### src/rtl/uart_apb4_bridge.sv
// uart_apb4_bridge: turns a UART byte stream of fixed R/W frames into single
// APB4 master transfers and streams back a status/data reply.
// Optional feature: define UART_APB4_BRIDGE_TIMEOUT_EN to abort ACCESS phases
// that see no pready within APB_TIMEOUT cycles (reply 'T').
module uart_apb4_bridge #(
  parameter int ADDR_WIDTH    = 32,
  parameter int FRAME_TIMEOUT = 100000,
  parameter int APB_TIMEOUT   = 1024
) (
  input  logic                  clk_i,
  input  logic                  rst_i,
  input  logic [7:0]            rx_data_i,
  input  logic                  rx_valid_i,
  output logic                  rx_ready_o,
  output logic [7:0]            tx_data_o,
  output logic                  tx_valid_o,
  input  logic                  tx_ready_i,
  output logic [ADDR_WIDTH-1:0] paddr_o,
  output logic [2:0]            pprot_o,
  output logic                  psel_o,
  output logic                  penable_o,
  output logic                  pwrite_o,
  output logic [31:0]           pwdata_o,
  output logic [3:0]            pstrb_o,
  input  logic [31:0]           prdata_i,
  input  logic                  pready_i,
  input  logic                  pslverr_i
);

  localparam int FT_W = $clog2(FRAME_TIMEOUT + 1);

  localparam logic [7:0] OP_WRITE   = 8'h57;
  localparam logic [7:0] OP_READ    = 8'h52;
  localparam logic [7:0] RSP_OK     = 8'h4B;
  localparam logic [7:0] RSP_ERR    = 8'h45;
  localparam logic [7:0] RSP_BADOP  = 8'h3F;

  typedef enum logic [2:0] {
    ST_IDLE,
    ST_ADDR,
    ST_WDATA,
    ST_SETUP,
    ST_ACCESS,
    ST_RSP
  } state_e;

  state_e         state_q, state_d;
  logic [2:0]     cnt_q, cnt_d;
  logic [31:0]    addr_q, addr_d;
  logic [31:0]    wdata_q, wdata_d;
  logic [31:0]    rdata_q, rdata_d;
  logic [7:0]     status_q, status_d;
  logic           pwrite_q, pwrite_d;
  logic [2:0]     rsp_idx_q, rsp_idx_d;
  logic [2:0]     rsp_last_q, rsp_last_d;
  logic [FT_W-1:0] ftmr_q, ftmr_d;

`ifdef UART_APB4_BRIDGE_TIMEOUT_EN
  localparam int AT_W = $clog2(APB_TIMEOUT + 1);
  localparam logic [7:0] RSP_TIMEOUT = 8'h54;
  logic [AT_W-1:0] atmr_q, atmr_d;
`else
  // ACCESS waits forever in this build, so the APB timeout value has no use
  logic unused_apb_timeout;
  assign unused_apb_timeout = (APB_TIMEOUT != 0);
`endif

  logic rx_fire;
  logic tx_fire;

  assign rx_fire = rx_valid_i & rx_ready_o;
  assign tx_fire = tx_valid_o & tx_ready_i;

  // State and datapath registers with synchronous reset
  always_ff @(posedge clk_i) begin
    if (rst_i) begin
      state_q    <= ST_IDLE;
      cnt_q      <= '0;
      addr_q     <= '0;
      wdata_q    <= '0;
      rdata_q    <= '0;
      status_q   <= '0;
      pwrite_q   <= 1'b0;
      rsp_idx_q  <= '0;
      rsp_last_q <= '0;
      ftmr_q     <= '0;
`ifdef UART_APB4_BRIDGE_TIMEOUT_EN
      atmr_q     <= '0;
`endif
    end else begin
      state_q    <= state_d;
      cnt_q      <= cnt_d;
      addr_q     <= addr_d;
      wdata_q    <= wdata_d;
      rdata_q    <= rdata_d;
      status_q   <= status_d;
      pwrite_q   <= pwrite_d;
      rsp_idx_q  <= rsp_idx_d;
      rsp_last_q <= rsp_last_d;
      ftmr_q     <= ftmr_d;
`ifdef UART_APB4_BRIDGE_TIMEOUT_EN
      atmr_q     <= atmr_d;
`endif
    end
  end

  // Next-state logic: frame parsing, bus sequencing and reply indexing
  always_comb begin
    state_d    = state_q;
    cnt_d      = cnt_q;
    addr_d     = addr_q;
    wdata_d    = wdata_q;
    rdata_d    = rdata_q;
    status_d   = status_q;
    pwrite_d   = pwrite_q;
    rsp_idx_d  = rsp_idx_q;
    rsp_last_d = rsp_last_q;
    ftmr_d     = ftmr_q;
`ifdef UART_APB4_BRIDGE_TIMEOUT_EN
    atmr_d     = atmr_q;
`endif
    unique case (state_q)
      ST_IDLE: begin
        ftmr_d = '0;
        if (rx_fire) begin
          cnt_d = '0;
          if (rx_data_i == OP_WRITE) begin
            pwrite_d = 1'b1;
            state_d  = ST_ADDR;
          end else if (rx_data_i == OP_READ) begin
            pwrite_d = 1'b0;
            state_d  = ST_ADDR;
          end else begin
            status_d   = RSP_BADOP;
            rsp_idx_d  = '0;
            rsp_last_d = '0;
            state_d    = ST_RSP;
          end
        end
      end
      ST_ADDR, ST_WDATA: begin
        if (rx_fire) begin
          ftmr_d = '0;
          cnt_d  = cnt_q + 3'd1;
          if (state_q == ST_ADDR) begin
            addr_d = {rx_data_i, addr_q[31:8]};
          end else begin
            wdata_d = {rx_data_i, wdata_q[31:8]};
          end
          if (cnt_q == 3'd3) begin
            cnt_d = '0;
            if (state_q == ST_ADDR && pwrite_q) begin
              state_d = ST_WDATA;
            end else begin
              state_d = ST_SETUP;
            end
          end
        end else if (ftmr_q == FT_W'(FRAME_TIMEOUT - 1)) begin
          ftmr_d  = '0;
          state_d = ST_IDLE;
        end else begin
          ftmr_d = ftmr_q + FT_W'(1);
        end
      end
      ST_SETUP: begin
`ifdef UART_APB4_BRIDGE_TIMEOUT_EN
        atmr_d = '0;
`endif
        state_d = ST_ACCESS;
      end
      ST_ACCESS: begin
        if (pready_i) begin
          rdata_d    = prdata_i;
          status_d   = pslverr_i ? RSP_ERR : RSP_OK;
          rsp_idx_d  = '0;
          rsp_last_d = pwrite_q ? 3'd0 : 3'd4;
          state_d    = ST_RSP;
        end
`ifdef UART_APB4_BRIDGE_TIMEOUT_EN
        else if (atmr_q == AT_W'(APB_TIMEOUT - 1)) begin
          rdata_d    = '0;
          status_d   = RSP_TIMEOUT;
          rsp_idx_d  = '0;
          rsp_last_d = pwrite_q ? 3'd0 : 3'd4;
          state_d    = ST_RSP;
        end else begin
          atmr_d = atmr_q + AT_W'(1);
        end
`endif
      end
      ST_RSP: begin
        if (tx_fire) begin
          if (rsp_idx_q == rsp_last_q) begin
            rsp_idx_d = '0;
            state_d   = ST_IDLE;
          end else begin
            rsp_idx_d = rsp_idx_q + 3'd1;
          end
        end
      end
      default: state_d = ST_IDLE;
    endcase
  end

  // Output decode; select/ready are masked during reset so the bus drops at once
  always_comb begin
    rx_ready_o = ~rst_i & ((state_q == ST_IDLE) | (state_q == ST_ADDR) |
                           (state_q == ST_WDATA));
    psel_o     = ~rst_i & ((state_q == ST_SETUP) | (state_q == ST_ACCESS));
    penable_o  = ~rst_i & (state_q == ST_ACCESS);
    tx_valid_o = (state_q == ST_RSP);
    tx_data_o  = 8'h00;
    if (state_q == ST_RSP) begin
      unique case (rsp_idx_q)
        3'd0:    tx_data_o = status_q;
        3'd1:    tx_data_o = rdata_q[7:0];
        3'd2:    tx_data_o = rdata_q[15:8];
        3'd3:    tx_data_o = rdata_q[23:16];
        3'd4:    tx_data_o = rdata_q[31:24];
        default: tx_data_o = 8'h00;
      endcase
    end
    paddr_o  = ADDR_WIDTH'(addr_q);
    pprot_o  = 3'b000;
    pwrite_o = pwrite_q;
    pwdata_o = wdata_q;
    pstrb_o  = pwrite_q ? 4'hF : 4'h0;
  end

endmodule
### config.mk
export PLATFORM = sky130hd
export DESIGN_NAME = uart_apb4_bridge
export DESIGN_NICKNAME = d
export VERILOG_FILES = /design/src/rtl/uart_apb4_bridge.sv
export SDC_FILE = /design/constraint.sdc
export NUM_CORES = 1
export LEC_CHECK = 0
export ABC_AREA = 0
export CAP_MARGIN = 5
export CORE_UTILIZATION = 45
export CTS_CLUSTER_DIAMETER = 120
export DETAILED_ROUTE_END_ITERATION = 10
export PLACE_DENSITY = 0.85
export REMOVE_ABC_BUFFERS = 1
export SETUP_SLACK_MARGIN = 0.3
export SLEW_MARGIN = 25
export SYNTH_ARGS = -nofsm -noshare
export SYNTH_HDL_FRONTEND = slang
export SYNTH_SLANG_ARGS = --single-unit
### constraint.sdc
create_clock -name clk_i -period 2.2 [get_ports clk_i]
set_input_delay 0.22 -clock clk_i [delete_from_list [all_inputs] [get_ports clk_i]]
set_output_delay 0.22 -clock clk_i [all_outputs]
set_load 0.1 [all_outputs]
## Yosys cells after proc, flatten, opt, wreduce, memory -nomap -nowiden

Cells that the tools add are included.

| word-level totals | value |
|---|---|
| flip-flop bits (word level) | 134 |
| bits of input ports | 46 |
| output and inout port bits | 84 |
| word-level logic and storage cells | 101 |

| cells by class | value |
|---|---|
| $add $sub $neg | 3 |
| equality and inequality tests | 23 |
| mux-type cells | 39 |
| bitwise gates (word level) | 10 |
| reduce and logical (&&, ||, !) cells | 16 |

Operator list:

| cell | count |
|---|---|
| $mux W3 | 20 |
| $mux W8 | 5 |
| $pmux W8 S5 | 1 |
| $mux W17 | 2 |
| $pmux W17 S2 | 1 |
| $add A17 B1 Y17 const B | 1 |
| $eq A17 B17 Y1 const B | 1 |
| $eq A8 B7 Y1 const B | 2 |
| $pmux W8 S2 | 1 |
| $eq A3 B2 Y1 const B | 5 |
| $pmux W3 S5 | 1 |
| $pmux W3 S2 | 2 |
| $reduce_and A3 Y1 | 4 |
| $reduce_and A6 Y1 | 2 |
| $ne A2 B2 Y1 const B | 5 |
| $eq A3 B3 Y1 const B | 3 |
| $pmux W3 S3 | 1 |
| $mux W4 | 2 |
| $add A3 B1 Y3 const B | 2 |
| $eq A3 B1 Y1 const B | 2 |
| $logic_not A3 Y1 | 2 |
| $ne A3 B3 Y1 const B | 2 |
| $reduce_bool A2 Y1 | 3 |
| $and A1 B1 Y1 | 5 |
| other kinds (10) | 16 |

## Longest topological paths before layout

| depth | value |
|---|---|
| depth in word-level cells | 7 |
| mapped depth | 8 |
| gate-level depth less buffers | 7 |

## Worst setup path after synthesis

OpenSTA, ideal clock, no wires.

| path | value |
|---|---|
| path type | register to output |
| start point | register state_q[0] |
| end point | output tx_data_o[0] |
| arrival time | 3.510 ns |
| data required time | 1.980 ns |
| setup slack | -1.530 ns |
| cell stages (with the launch flop) | 5 |
| path buffers | 1 |
| cell sequence | dfxtp_1 -> clkbuf_1 -> and3b_1 -> o41ai_1 -> a31oi_1 |

| on the way | value |
|---|---|
| longest elaborated chain between the ends | 2 |

RTL lines:

| element | RTL line | text |
|---|---|---|
| start, declared | 47 | `state_e state_q, state_d;` |
| start signal, assigned | 91 | `state_q <= state_d;` |
| $eq A3 B3 Y1 | - |  |
| named net tx_valid_o | 16 | `output logic tx_valid_o,` |
| $mux W8 | 213 | `if (state_q == ST_RSP) begin` |
| end, declared | 15 | `output logic [7:0] tx_data_o,` |

The timed path passes the listed nets, and every way through them passes these cells.

## Final worst setup path

| path | value |
|---|---|
| start point | register rsp_idx_q[0] |
| end point | output tx_data_o[4] |

| on the way | value |
|---|---|
| longest elaborated chain between the ends | 3 |
| elaborated cells between the ends (all ways) | 7 |
| classes of those cells | 4 x eq/ne; 2 x mux; 1 x reduce/logical |

RTL lines:

| element | RTL line | text |
|---|---|---|
| start, declared | 54 | `logic [2:0] rsp_idx_q, rsp_idx_d;` |
| start signal, assigned | 98 | `rsp_idx_q <= rsp_idx_d;` |
| $eq A3 B3 Y1, or another cell as far along | 214 | `unique case (rsp_idx_q)` |
| $pmux W8 S5 * | 214 |  |
| $mux W8 * | 213 |  |

Every way passes the cells marked *; elsewhere a longest branch is shown, timed or not.

==> run_results.csv <==
group,metric,value,unit
power_and_ir_drop,pwr-share-seq,35.7,%
cts,numCtsBuffers,17,
setup_path,cp-start-kind,"register",
global_route,grt_pass1_wl,25270,um
place,io_buffers,126,
route,vias,5374,
floorplan,die_area,12520,um2
place,place_ws,0.01993,ns
timing,finalHoldViolCount,0,
finish,n_fill_cell,885,
setup_path,path_cells,"inv_4 -> ha_4 -> nor2b_4 -> o41ai_4 -> buf_4 -> a31oi_1 -> buf_12",
floorplan,floorplan.initialDensity,46.78,%
synthesis,synth_area_leaders,"dfxtp_1 (48%), nand2_1 (15%), a21oi_1 (11%)",
synthesis,synth_commonest_cells,"nand2_1 (219), dfxtp_1 (129), a21oi_1 (119), clkbuf_1 (40), nor2_1 (17)",
cts,path_clk_slew,0.06,ns
power_and_ir_drop,p_int,5.119,mW
finish,nNetsFinal,884,
setup_path,crit_path_end_kind,"output pin",
route,via_per_inst,5.445,
timing,hold_ws,0.1382,ns
synthesis,yosysTopAreaCellShare,47.54,%
timing,fin_crit_sh,102.5,%
setup_path,crit_slowest_cell,"o41ai_4",
cts,h-tree-depth,4,
cts,cts_num_sinks,129,
run_status,status,"complete, but fails checks",
floorplan,coreArea,11610,um2
synthesis,synth_top_cell_by_area,"dfxtp_1",
synthesis,netlist_instances,690,
timing,worst_slew_pin_slew,0.6282,ns
finish,drive_gt1_share,25.47,%
setup_path,cp.arrival,2.03,ns
synthesis,synth_edf_count,0,
finish,area.growth.synth_to_final,46.57,%
power_and_ir_drop,power.density,921.7,nW/um2
power_and_ir_drop,pwr-share-clk,40.4,%
cts,cts-root-buf,"clkbuf_16",
synthesis,ys_types,57,
timing,slew_headroom,57.97,%
timing,min_period,2.254,ns
route,wirelength,15370,um
global_route,grt_usage,25.28,%
route,first_pass_iters,8,
setup_path,max_stage_delay,0.40,ns
global_route,grt_max_degree,111,
floorplan,die_w,111.9,um
power_and_ir_drop,pwr-share-comb,23.9,%
job,cap_viol_max_count,0,
timing,layout_setup_ws,-0.05402,ns
route,drt-initial-drc-count,456,
power_and_ir_drop,leakage,2.938,nW
global_route,antenna_found_initial,0,
route,drc,8,
cts,cts_tree,"built",
floorplan,dieHeight,111.9,um
timing,setup_viol,8,
route,wl_per_cell,15.57,um
place,gp_congestion,0.8532,
setup_path,cp_max_fo,5,
global_route,grt_pass1_vias,5152,
synthesis,yosysSeqAreaShare,47.54,%
finish,fin_util,68.56,%
run_status,violations,"DRC, setup timing",
timing,fin_skew,0.006875,ns
setup_path,worst-path-buf-inv,3,
synthesis,post-synth-top-count-cell,"nand2_1",
setup_path,path_delay_family,"buffers and inverters",
synthesis,ys_async_sr_fraction,0,%
synthesis,synthFlopType,"dfxtp_1",
timing,rsz0062_at_grt,"true",
synthesis,synth-seq-cells,129,
floorplan,rows,39,
setup_path,cp.required,1.98,ns
power_and_ir_drop,total_power,7.339,mW
timing,fmax,443.7,MHz
power_and_ir_drop,peakVddDrop,745.6,uV
synthesis,yosysWarnings,0,
worst_hold_path,min_path_type,"input pin to register",
synthesis,syn-mean-instance-area,7.873,um2
timing,maxSlewViolCount,0,
global_route,gr-total-overflow,0,
cts,clock_latency,0.42,ns
place,dp_hpwl,9362,um
synthesis,syn_area,5433,um2
route,ant_nets,0,
finish,num_antenna_cells,0,
power_and_ir_drop,switchingPower,2.220,mW
floorplan,ios,130,
power_and_ir_drop,swShare,30.25,%
setup_path,critical_path_class,"register to output pin",
cts,cts_buffer_depth,2,
[power groups by stage]
stage	Clock, mW	Sequential, mW	Combinational [mW]
final	2.97	2.62	1.75
after floorplan	0	2.73	0.791
after global placement	0	2.64	1.46
after global routing	3.10	2.63	1.89
after CTS	3.00	2.60	1.64
after detailed placement	0	2.64	1.47
[layout by cell type, fill, tap and decap left out, types with 4 or more instances in the layout]
| master | instances |
|---|---|
| a21oi_1 | 113 |
| a21oi_2 | 5 |
| a22o_1 | 8 |
| a22oi_1 | 12 |
| a31oi_1 | 8 |
| and3_1 | 5 |
| buf_12 | 17 |
| buf_4 | 107 |
| clkbuf_16 | 18 |
| clkbuf_8 | 5 |
| clkdlybuf4s50_1 | 44 |
| dfxtp_1 | 120 |
| dfxtp_2 | 4 |
| dfxtp_4 | 5 |
| nand2_1 | 219 |
| nand2b_1 | 5 |
| nand3_1 | 8 |
| nand3b_1 | 5 |
| nand4_1 | 6 |
| nor2_1 | 12 |
| nor2_2 | 4 |
| nor3_1 | 6 |
| o21ai_0 | 5 |
| or3_1 | 4 |
| xnor2_1 | 4 |
| xor2_1 | 4 |
[cell families after synthesis]
group	after synthesis	share of synthesized area, %
adders and majority gates	7	1.612
buffers and inverters	57	4.445
xor gates and xnor gates	8	1.290
AOI/OAI and AO/OA	185	20.15
muxes	4	0.7830
DFF	129	47.54
other	1	0.06903
and+or+nand+nor	299	24.11
[registers in the layout (all words and copies together) (netlist names)]
name / cells
paddr_o: 32
pwrite_o: 1
status_q: 5
cnt_q: 3
rsp_last_q: 1
state_q: 3
rdata_q: 32
pwdata_o: 32
ftmr_q: 17
rsp_idx_q: 3
[repair_timing]
item / CTS / global route
resized for setup: 51 / 28
endpoints found under the hold margin: 0 / 0
hold buffers: 0 / 0
setup buffers: 7 / 2
pin swaps: 14 / 7
setup endpoints to repair: 21 / 28
gates cloned: 1 / 0
[metal layers]
metal  vias up  GRT usage, %  wire (um)
met4         0         12.07        414
met5         -             0          0
li1       2648             -          -
met3        36         5.553        712
met1      2530         29.94       6452
met2       160         43.40       7791
[worst register-to-register path, stage by stage (launching register included)]
cell and delay, ns:
dfxtp_4 0.46, mux2_2 0.37, o21ai_1 0.47, nor3_4 0.10
buf_4 0.15, buf_4 0.12, a21bo_1 0.16
[path summary, 6_finish.rpt]
check	from	slack [ns]	cells past startpoint	endpoint
max	rsp_idx_q[0]$_SDFFE_PP0P_	-0.05	7	tx_data_o[4]
min	rst_i	0.14	2	ftmr_q[2]$_SDFFE_PP0P_
max reg2reg	state_q[0]$_SDFFE_PP0P_	0.26	6	state_q[0]$_SDFFE_PP0P_
min reg2reg	rdata_q[31]$_SDFFE_PP0P_	0.45	2	rdata_q[31]$_SDFFE_PP0P_
[area by class of cell]
type                       instances  area (um2)  share of cell area, %
clock buffer                      25       505.5                  6.348
clock inverter                     7       121.4                  1.524
inverter                           6       30.03                 0.3771
multi-input combinational        506        2889                  36.28
sequential                       129        2606                  32.73
tap                              143       178.9                  2.247
timing repair buffer             171        1632                  20.49
[stage by stage]
step | instance area [um2] | cells | TNS, ns
2_1_floorplan | 5221 | 641 | -45.58
3_3_place_gp | 6939 | 945 | 0
3_5_place_dp | 6939 | 945 | 0
4_1_cts | 7854 | 985 | -0.03942
5_1_grt | 7963 | 987 | -0.7002
6_report | 7963 | 987 | -0.2602
Note: power is estimated with default switching activity, not from simulation.
